===== src/rtl/desired_drive_pkg.sv =====
// Shared constants and helpers for the desired-drive (assist current) pipeline.
//   TORQUE_MIN_DEF      : default torque offset removed before assist
//   INCL_SAT_MIN/MAX    : signed 10-bit incline clamp limits
//   INCL_OFFSET         : bias that moves the clamped incline into [0, 511]
//   CAD_THRESH/OFFSET   : cadence dead-band threshold and additive offset
//   sat_unsigned()      : clamp a signed value into an unsigned w-bit range
package desired_drive_pkg;

  localparam logic [11:0] TORQUE_MIN_DEF = 12'h380;

  localparam int INCL_SAT_MIN = -512;
  localparam int INCL_SAT_MAX = 511;
  localparam int INCL_OFFSET  = 256;

  localparam int CAD_THRESH = 1;
  localparam int CAD_OFFSET = 32;

  // Negative values clamp to 0, values >= 2^w clamp to all ones.
  function automatic logic [63:0] sat_unsigned(input longint val, input int unsigned w);
    logic [63:0] max_v;
    max_v = (64'd1 << w) - 64'd1;
    if (val < 0) begin
      return '0;
    end else if ($unsigned(val) > max_v) begin
      return max_v;
    end
    return $unsigned(val);
  endfunction

endpackage


===== src/rtl/curr_slew_lim.sv =====
// Slew-rate limiter for the target current. On each valid sample the held
// current moves toward i_raw by at most SLEW_UP (rising) or SLEW_DN (falling),
// landing exactly on i_raw when the remaining distance is within the limit.
//   clk, rst : clock, asynchronous active-high reset
//   i_vld    : sample valid
//   i_raw    : unlimited target current
//   o_curr   : limited target current
//   o_vld    : one-cycle pulse when o_curr updates
module curr_slew_lim #(
  parameter int unsigned CURR_W  = 12,
  parameter int unsigned SLEW_UP = 64,
  parameter int unsigned SLEW_DN = 128
) (
  input  logic              clk,
  input  logic              rst,
  input  logic              i_vld,
  input  logic [CURR_W-1:0] i_raw,
  output logic [CURR_W-1:0] o_curr,
  output logic              o_vld
);

  logic [CURR_W-1:0] r_curr;
  logic              r_vld;
  logic [CURR_W-1:0] w_curr_nxt;
  logic [CURR_W-1:0] w_up_diff;
  logic [CURR_W-1:0] w_dn_diff;

  // Differences are only used in the branch where they cannot wrap; the
  // 32-bit compare lets SLEW_* exceed the CURR_W range (transparent limiter).
  always_comb begin
    w_curr_nxt = r_curr;
    w_up_diff  = i_raw - r_curr;
    w_dn_diff  = r_curr - i_raw;
    if (i_raw > r_curr) begin
      if (32'(w_up_diff) > SLEW_UP) begin
        w_curr_nxt = r_curr + CURR_W'(SLEW_UP);
      end else begin
        w_curr_nxt = i_raw;
      end
    end else if (i_raw < r_curr) begin
      if (32'(w_dn_diff) > SLEW_DN) begin
        w_curr_nxt = r_curr - CURR_W'(SLEW_DN);
      end else begin
        w_curr_nxt = i_raw;
      end
    end
  end

  always_ff @(posedge clk or posedge rst) begin
    if (rst) begin
      r_curr <= '0;
      r_vld  <= 1'b0;
    end else begin
      r_vld <= i_vld;
      if (i_vld) begin
        r_curr <= w_curr_nxt;
      end
    end
  end

  assign o_curr = r_curr;
  assign o_vld  = r_vld;

endmodule


===== src/rtl/incline_sat.sv =====
// Clamps a signed 13-bit incline reading to the signed 10-bit range [-512, 511].
//   i_incline     : signed 13-bit incline
//   o_incline_sat : signed 10-bit clamped incline
module incline_sat
  import desired_drive_pkg::*;
(
  input  logic signed [12:0] i_incline,
  output logic signed [9:0]  o_incline_sat
);

  always_comb begin
    if (i_incline < 13'(INCL_SAT_MIN)) begin
      o_incline_sat = 10'(INCL_SAT_MIN);
    end else if (i_incline > 13'(INCL_SAT_MAX)) begin
      o_incline_sat = 10'(INCL_SAT_MAX);
    end else begin
      o_incline_sat = 10'(i_incline);
    end
  end

endmodule


===== src/rtl/desired_drive_pipe.sv =====
// Assist-current calculator: torque, cadence, incline and assist level are
// turned into a motor target current by a valid-qualified 3-stage multiply
// pipeline followed by a slew-rate limiter. Latency in_vld -> out_vld is 4.
//   clk, rst     : clock, asynchronous active-high reset
//   in_vld       : input sample strobe
//   avg_torque   : filtered torque, unsigned
//   cadence      : cadence, unsigned
//   not_pedaling : forces the raw target to 0
//   incline      : signed incline
//   scale        : assist level, 0 = off
//   target_curr  : slew-limited target current
//   out_vld      : one-cycle pulse when target_curr updates
module desired_drive_pipe
  import desired_drive_pkg::*;
#(
  parameter int unsigned          TORQUE_W   = 12,
  parameter logic [TORQUE_W-1:0]  TORQUE_MIN = TORQUE_W'(TORQUE_MIN_DEF),
  parameter int unsigned          CURR_W     = 12,
  parameter int unsigned          PROD_SHIFT = 15,
  parameter int unsigned          SLEW_UP    = 64,
  parameter int unsigned          SLEW_DN    = 128
) (
  input  logic                clk,
  input  logic                rst,
  input  logic                in_vld,
  input  logic [TORQUE_W-1:0] avg_torque,
  input  logic [4:0]          cadence,
  input  logic                not_pedaling,
  input  logic signed [12:0]  incline,
  input  logic [2:0]          scale,
  output logic [CURR_W-1:0]   target_curr,
  output logic                out_vld
);

  localparam int unsigned M1_W   = TORQUE_W + 3;
  localparam int unsigned PROD_W = TORQUE_W + 18;

  // Stage 1 combinational terms
  logic signed [9:0]    w_incl_sat;
  logic [8:0]           w_incl_lim;
  logic [5:0]           w_cad_f;
  logic [TORQUE_W-1:0]  w_torq_pos;

  // Stage 1 registers
  logic                 r_s1_vld;
  logic [8:0]           r_incl_lim;
  logic [5:0]           r_cad_f;
  logic [TORQUE_W-1:0]  r_torq_pos;
  logic [2:0]           r_scale;
  logic                 r_np1;

  // Stage 2 registers
  logic                 r_s2_vld;
  logic [M1_W-1:0]      r_mult1;
  logic [14:0]          r_mult2;
  logic                 r_np2;

  // Stage 3
  logic [PROD_W-1:0]    w_prod;
  logic [CURR_W-1:0]    w_raw;
  logic                 r_s3_vld;
  logic [CURR_W-1:0]    r_raw;

  incline_sat u_incline_sat (
    .i_incline     (incline),
    .o_incline_sat (w_incl_sat)
  );

  assign w_incl_lim = 9'(sat_unsigned(longint'(w_incl_sat) + longint'(INCL_OFFSET), 9));
  assign w_cad_f    = (cadence > 5'(CAD_THRESH)) ? 6'(cadence) + 6'(CAD_OFFSET) : '0;
  assign w_torq_pos = TORQUE_W'(sat_unsigned(longint'(avg_torque) - longint'(TORQUE_MIN), TORQUE_W));

  // Product is kept full width; saturation happens after the shift.
  assign w_prod = PROD_W'(r_mult1) * PROD_W'(r_mult2);
  assign w_raw  = r_np2 ? '0 : CURR_W'(sat_unsigned(longint'(w_prod >> PROD_SHIFT), CURR_W));

  always_ff @(posedge clk or posedge rst) begin
    if (rst) begin
      r_s1_vld   <= 1'b0;
      r_incl_lim <= '0;
      r_cad_f    <= '0;
      r_torq_pos <= '0;
      r_scale    <= '0;
      r_np1      <= 1'b0;
      r_s2_vld   <= 1'b0;
      r_mult1    <= '0;
      r_mult2    <= '0;
      r_np2      <= 1'b0;
      r_s3_vld   <= 1'b0;
      r_raw      <= '0;
    end else begin
      r_s1_vld <= in_vld;
      r_s2_vld <= r_s1_vld;
      r_s3_vld <= r_s2_vld;
      if (in_vld) begin
        r_incl_lim <= w_incl_lim;
        r_cad_f    <= w_cad_f;
        r_torq_pos <= w_torq_pos;
        r_scale    <= scale;
        r_np1      <= not_pedaling;
      end
      if (r_s1_vld) begin
        r_mult1 <= M1_W'(r_torq_pos) * M1_W'(r_scale);
        r_mult2 <= 15'(r_incl_lim) * 15'(r_cad_f);
        r_np2   <= r_np1;
      end
      if (r_s2_vld) begin
        r_raw <= w_raw;
      end
    end
  end

  curr_slew_lim #(
    .CURR_W  (CURR_W),
    .SLEW_UP (SLEW_UP),
    .SLEW_DN (SLEW_DN)
  ) u_curr_slew_lim (
    .clk    (clk),
    .rst    (rst),
    .i_vld  (r_s3_vld),
    .i_raw  (r_raw),
    .o_curr (target_curr),
    .o_vld  (out_vld)
  );

endmodule


===== config.mk =====
export PLATFORM = sky130hd
export DESIGN_NAME = desired_drive_pipe
export DESIGN_NICKNAME = d
export VERILOG_FILES = /design/src/rtl/desired_drive_pkg.sv /design/src/rtl/curr_slew_lim.sv /design/src/rtl/incline_sat.sv /design/src/rtl/desired_drive_pipe.sv
export SDC_FILE = /design/constraint.sdc
export NUM_CORES = 1
export LEC_CHECK = 0
export BUFFER_PORTS_ARGS = -buffer_cell sky130_fd_sc_hd__buf_2
export CAP_MARGIN = 0
export CELL_PAD_IN_SITES_DETAIL_PLACEMENT = 0
export CELL_PAD_IN_SITES_GLOBAL_PLACEMENT = 2
export CORE_ASPECT_RATIO = 0.9
export CORE_MARGIN = 1
export CORE_UTILIZATION = 45
export CTS_CLUSTER_DIAMETER = 60
export DETAILED_ROUTE_END_ITERATION = 10
export PLACE_DENSITY_LB_ADDON = 0.05
export REMOVE_ABC_BUFFERS = 1
export SLEW_MARGIN = 20
export SYNTH_ARGS = -nofsm -noshare
export SYNTH_HDL_FRONTEND = slang
export SYNTH_HIERARCHICAL = 1
export SYNTH_SLANG_ARGS = --single-unit

===== constraint.sdc =====
create_clock -name clk -period 12.54 [get_ports clk]
set_input_delay 0 -clock clk [delete_from_list [all_inputs] [get_ports clk]]
set_output_delay 0 -clock clk [all_outputs]
set_load 0.01 [all_outputs]

==> summary.txt <==
Synth
  – Post-synth top area cell: fa_1
  – Mapped Cells: roughly 1.7k
  – Largest family of logic cells by synthesized area: adder cells
  – Synth Area in Simple Gates: 0.182
  – Seq/Total Area, Yosys: 0.151
  – Post-synthesis cell type count: 78
  – Post-synthesis compound-gate area fraction: 0.100
  – Synth Area in XOR/XNOR: 0.0299
  – Primary FF master, synth: dfrtp_1
  – Synth Area in Adders: 0.408
  – Asr flop ratio synth: 1.00
  – Yosys warnings: 6
  – Top-count cell post-synth: inv_1
  – Synth top cells by count: inv_1, fa_1, nand2_1
  – Post-synth top area share: 0.277
  – Top cells by area, synth: fa_1, dfrtp_1, ha_1, inv_1, and2_1
  – Mux contribution to synthesized area: 0.0330
  – Post-Synthesis Cell Area: between 10000 and 15000 µm²
  – Yosys reg bits: 90
  – Post-synth EDFFs: 0
  – Mean post-synth cell area: between 9 and 10 µm²

Critical path
  – Worst Setup End Kind: flip-flop
  – Worst Path Max Fanout: 16
  – Setup crit start kind: flip-flop
  – Slowest stage delay, CP: 0.81 ns
  – Worst EP required: 12.84 ns
  – R2r setup slk: between 5 and 6 ns
  – Worst setup path class: reg2reg
  – CP Cell Sequence: and2_1 -> fa_1 -> inv_1 -> fa_1 -> inv_1 -> fa_1 -> inv_1 -> fa_1 -> inv_1 -> fa_1 -> inv_1 -> fa_1 -> inv_1 -> ha_1 -> nand3_1 -> or2_1 -> o221a_1 -> and4bb_4 -> o31ai_4 -> o31ai_2 -> and4b_1 -> o311ai_2 -> o221a_1
  – Crit-path slowest cell: o311ai_2
  – Worst Path Arrival: 7.64 ns
  – Worst Path Buf+Inv: 6
  – Delay-heaviest family, CP: adder cells

Global routing
  – Largest net degree at the start of global routing: around 50
  – Vias in the first global route: 11.2k
  – GRT Util Overall: 0.223
  – Global-route wire length before repair: 60000 µm
  – Grt ovf: 0
  – Initial antenna violation count: 2

Run status
  – Outcome: finished clean

Clock network
  – Clock root buffer: clkbuf_16
  – Post-CTS Setup Bufs: 0
  – TritonCTS buffer count: 9
  – Clk sinks: 90
  – Max H-tree Level: 3
  – Clock-pin slew on the worst setup and hold paths: 0.08 ns
  – Worst-Skew Late Latency: roughly 0.38 ns
  – TritonCTS clock tree: done
  – CTS max path bufs: 2

Die
  – Core ar.: 32300 µm²
  – Initial Util: 0.463
  – FP Rows: 62
  – Top-Level Pins: 50
  – Die width: just under 200 µm
  – Die ar.: about 34000 µm²
  – Die height: ~170 µm

Cells and area
  – Area grow syn2layout: 7.03%
  – Final #Nets: 2080
  – Layout cells sized above 1: 0.0766
  – Antenna Cells: 0
  – Final instance area: 16000 µm²
  – Non-Filler Instances: 2101

Timing
  – Final setup fails: 0
  – Worst rel slew slack: 0.370
  – Clk_skew: 0.0151 ns
  – Slew @ Worst Pin: 0.944 ns
  – Setup tns final: 0 ns
  – Final Hold Viols: 0
  – Final Cycle Share: 0.585
  – Peak Freq: 0.136 GHz
  – Min cycle time layout: 7.34 ns
  – Max Slew Vio Count: 0
  – Worst Hold Slack: 0.131 ns
  – RSZ-0062 raised after global routing: no

Route
  – Pre-antenna DRT Iters: 5
  – Routed vias: between 10k and 15k
  – DRT antenna net count: 0
  – Drt drc: 0
  – Number of DRC markers in iteration 0: 585
  – Routed wire length: 35600 µm
  – WL/cell: ~17 µm
  – Via density: 5.20

Place
  – Dpl hpwl: 28700 µm
  – IO buf count: 49
  – Gpl congestion: 0.829
  – Placed Instances: slightly above 2k
  – Area after DPL: 15400 µm²

Min path
  – Hold WC Path Type: in2reg

Run
  – # Max-Cap Violations: 0
logic make-up (layout without fill, tap and decap cells):
family | after synthesis | after routing
AOI/OAI and AO/OA | 212 | 212
xor gates and xnor gates | 51 | 51
adders and majority gates | 363 | 363
buffers and inverters | 373 | 398
DFF | 90 | 90
muxes | 45 | 45
and+or+nand+nor | 526 | 526
metrics by stage:
stage,util,setup WS (ns)
after detailed placement,0.478,5.22
after CTS,0.496,5.15
after global placement,0.478,5.32
after floorplan,-,5.94
after global routing,0.496,4.83
final,0.496,5.20
registers in the layout, indices dropped and copies added (netlist names):
name and cells:
r_mult1 15, r_mult2 15, r_raw 12, r_torq_pos 12, u_curr_slew_lim/o_curr 12, r_incl_lim 9, r_cad_f 6, r_scale 3
r_np1 1, r_np2 1, r_s1_vld 1, r_s2_vld 1, r_s3_vld 1, u_curr_slew_lim/o_vld 1
final timing paths:
path,start,to,depth (start not counted)
worst max-delay path,r_mult1[5],r_raw[3],23
worst min-delay path,incline[6],r_incl_lim[6],6
worst max register to register,r_mult1[5],r_raw[3],23
worst min register to register,r_s3_vld,u_curr_slew_lim/o_vld,0
max in group asynchronous,rst,r_mult1[10],4
min in group asynchronous,rst,r_raw[0],3
worst reg2reg max path: cells and delay by family (launching register included):
| family | cells | cell delay (ns) |
|---|---|---|
| simple gates | 5 | 1.11 |
| compound gates | 5 | 1.84 |
| flops | 1 | 0.58 |
| fa+ha+maj | 7 | 3.41 |
| buf+inv | 6 | 0.30 |
layout make-up:
type	instances	area (µm²)
Clock buffer	9	225
Clock inverter	7	93.8
Multi-Input combinational cell	1197	11200
Timing Repair Buffer	76	510
Fill cell	3141	16300
Inverter	306	1150
Sequential cell	90	2250
Tap cell	416	520
what timing repair did:
action / in CTS / in global routing
setup endpoints to repair: 0 / 0
hold buffers: 25 / 0
resized for setup: 0 / 0
hold endpoints to repair: 62 / 0
layer usage:
| metal | vias up | global-route usage | routed length [µm] |
|---|---|---|---|
| met3 | 14 | 0.0328 | 1160 |
| met2 | 155 | 0.339 | 15300 |
| met4 | 0 | 0.0337 | 221 |
| li1 | 5305 | - | - |
| met1 | 5459 | 0.339 | 18900 |
| met5 | - | 0 | 0 |
cells in the final DEF (no fill, tap or decap), types with 4 or more instances in the layout:
master           n
clkbuf_16        9
o21a_1           6
a21boi_0        14
o221a_1         11
nand2b_1        22
a21o_1          17
o21ai_1          5
a31oi_1          7
o2111ai_1        4
nor2b_1         14
buf_2           49
nand2_1        198
xor2_1          13
nand3_1         19
ha_1           156
o22ai_1          8
mux2_2          34
fa_1           207
nand4_1          7
nor2_1          43
mux2i_1         11
o21ai_0         39
nor3_1          23
inv_1          305
dlygate4sd3_1   25
a21oi_1         52
xnor2_1         38
dfrtp_1         90
o21bai_1         5
and2_1         159
nor4_1          14
a211oi_1         7
Power is left out: the tool's default activity adds up to more than one toggle a clock period on the data nets, which glitch-free logic cannot reach.
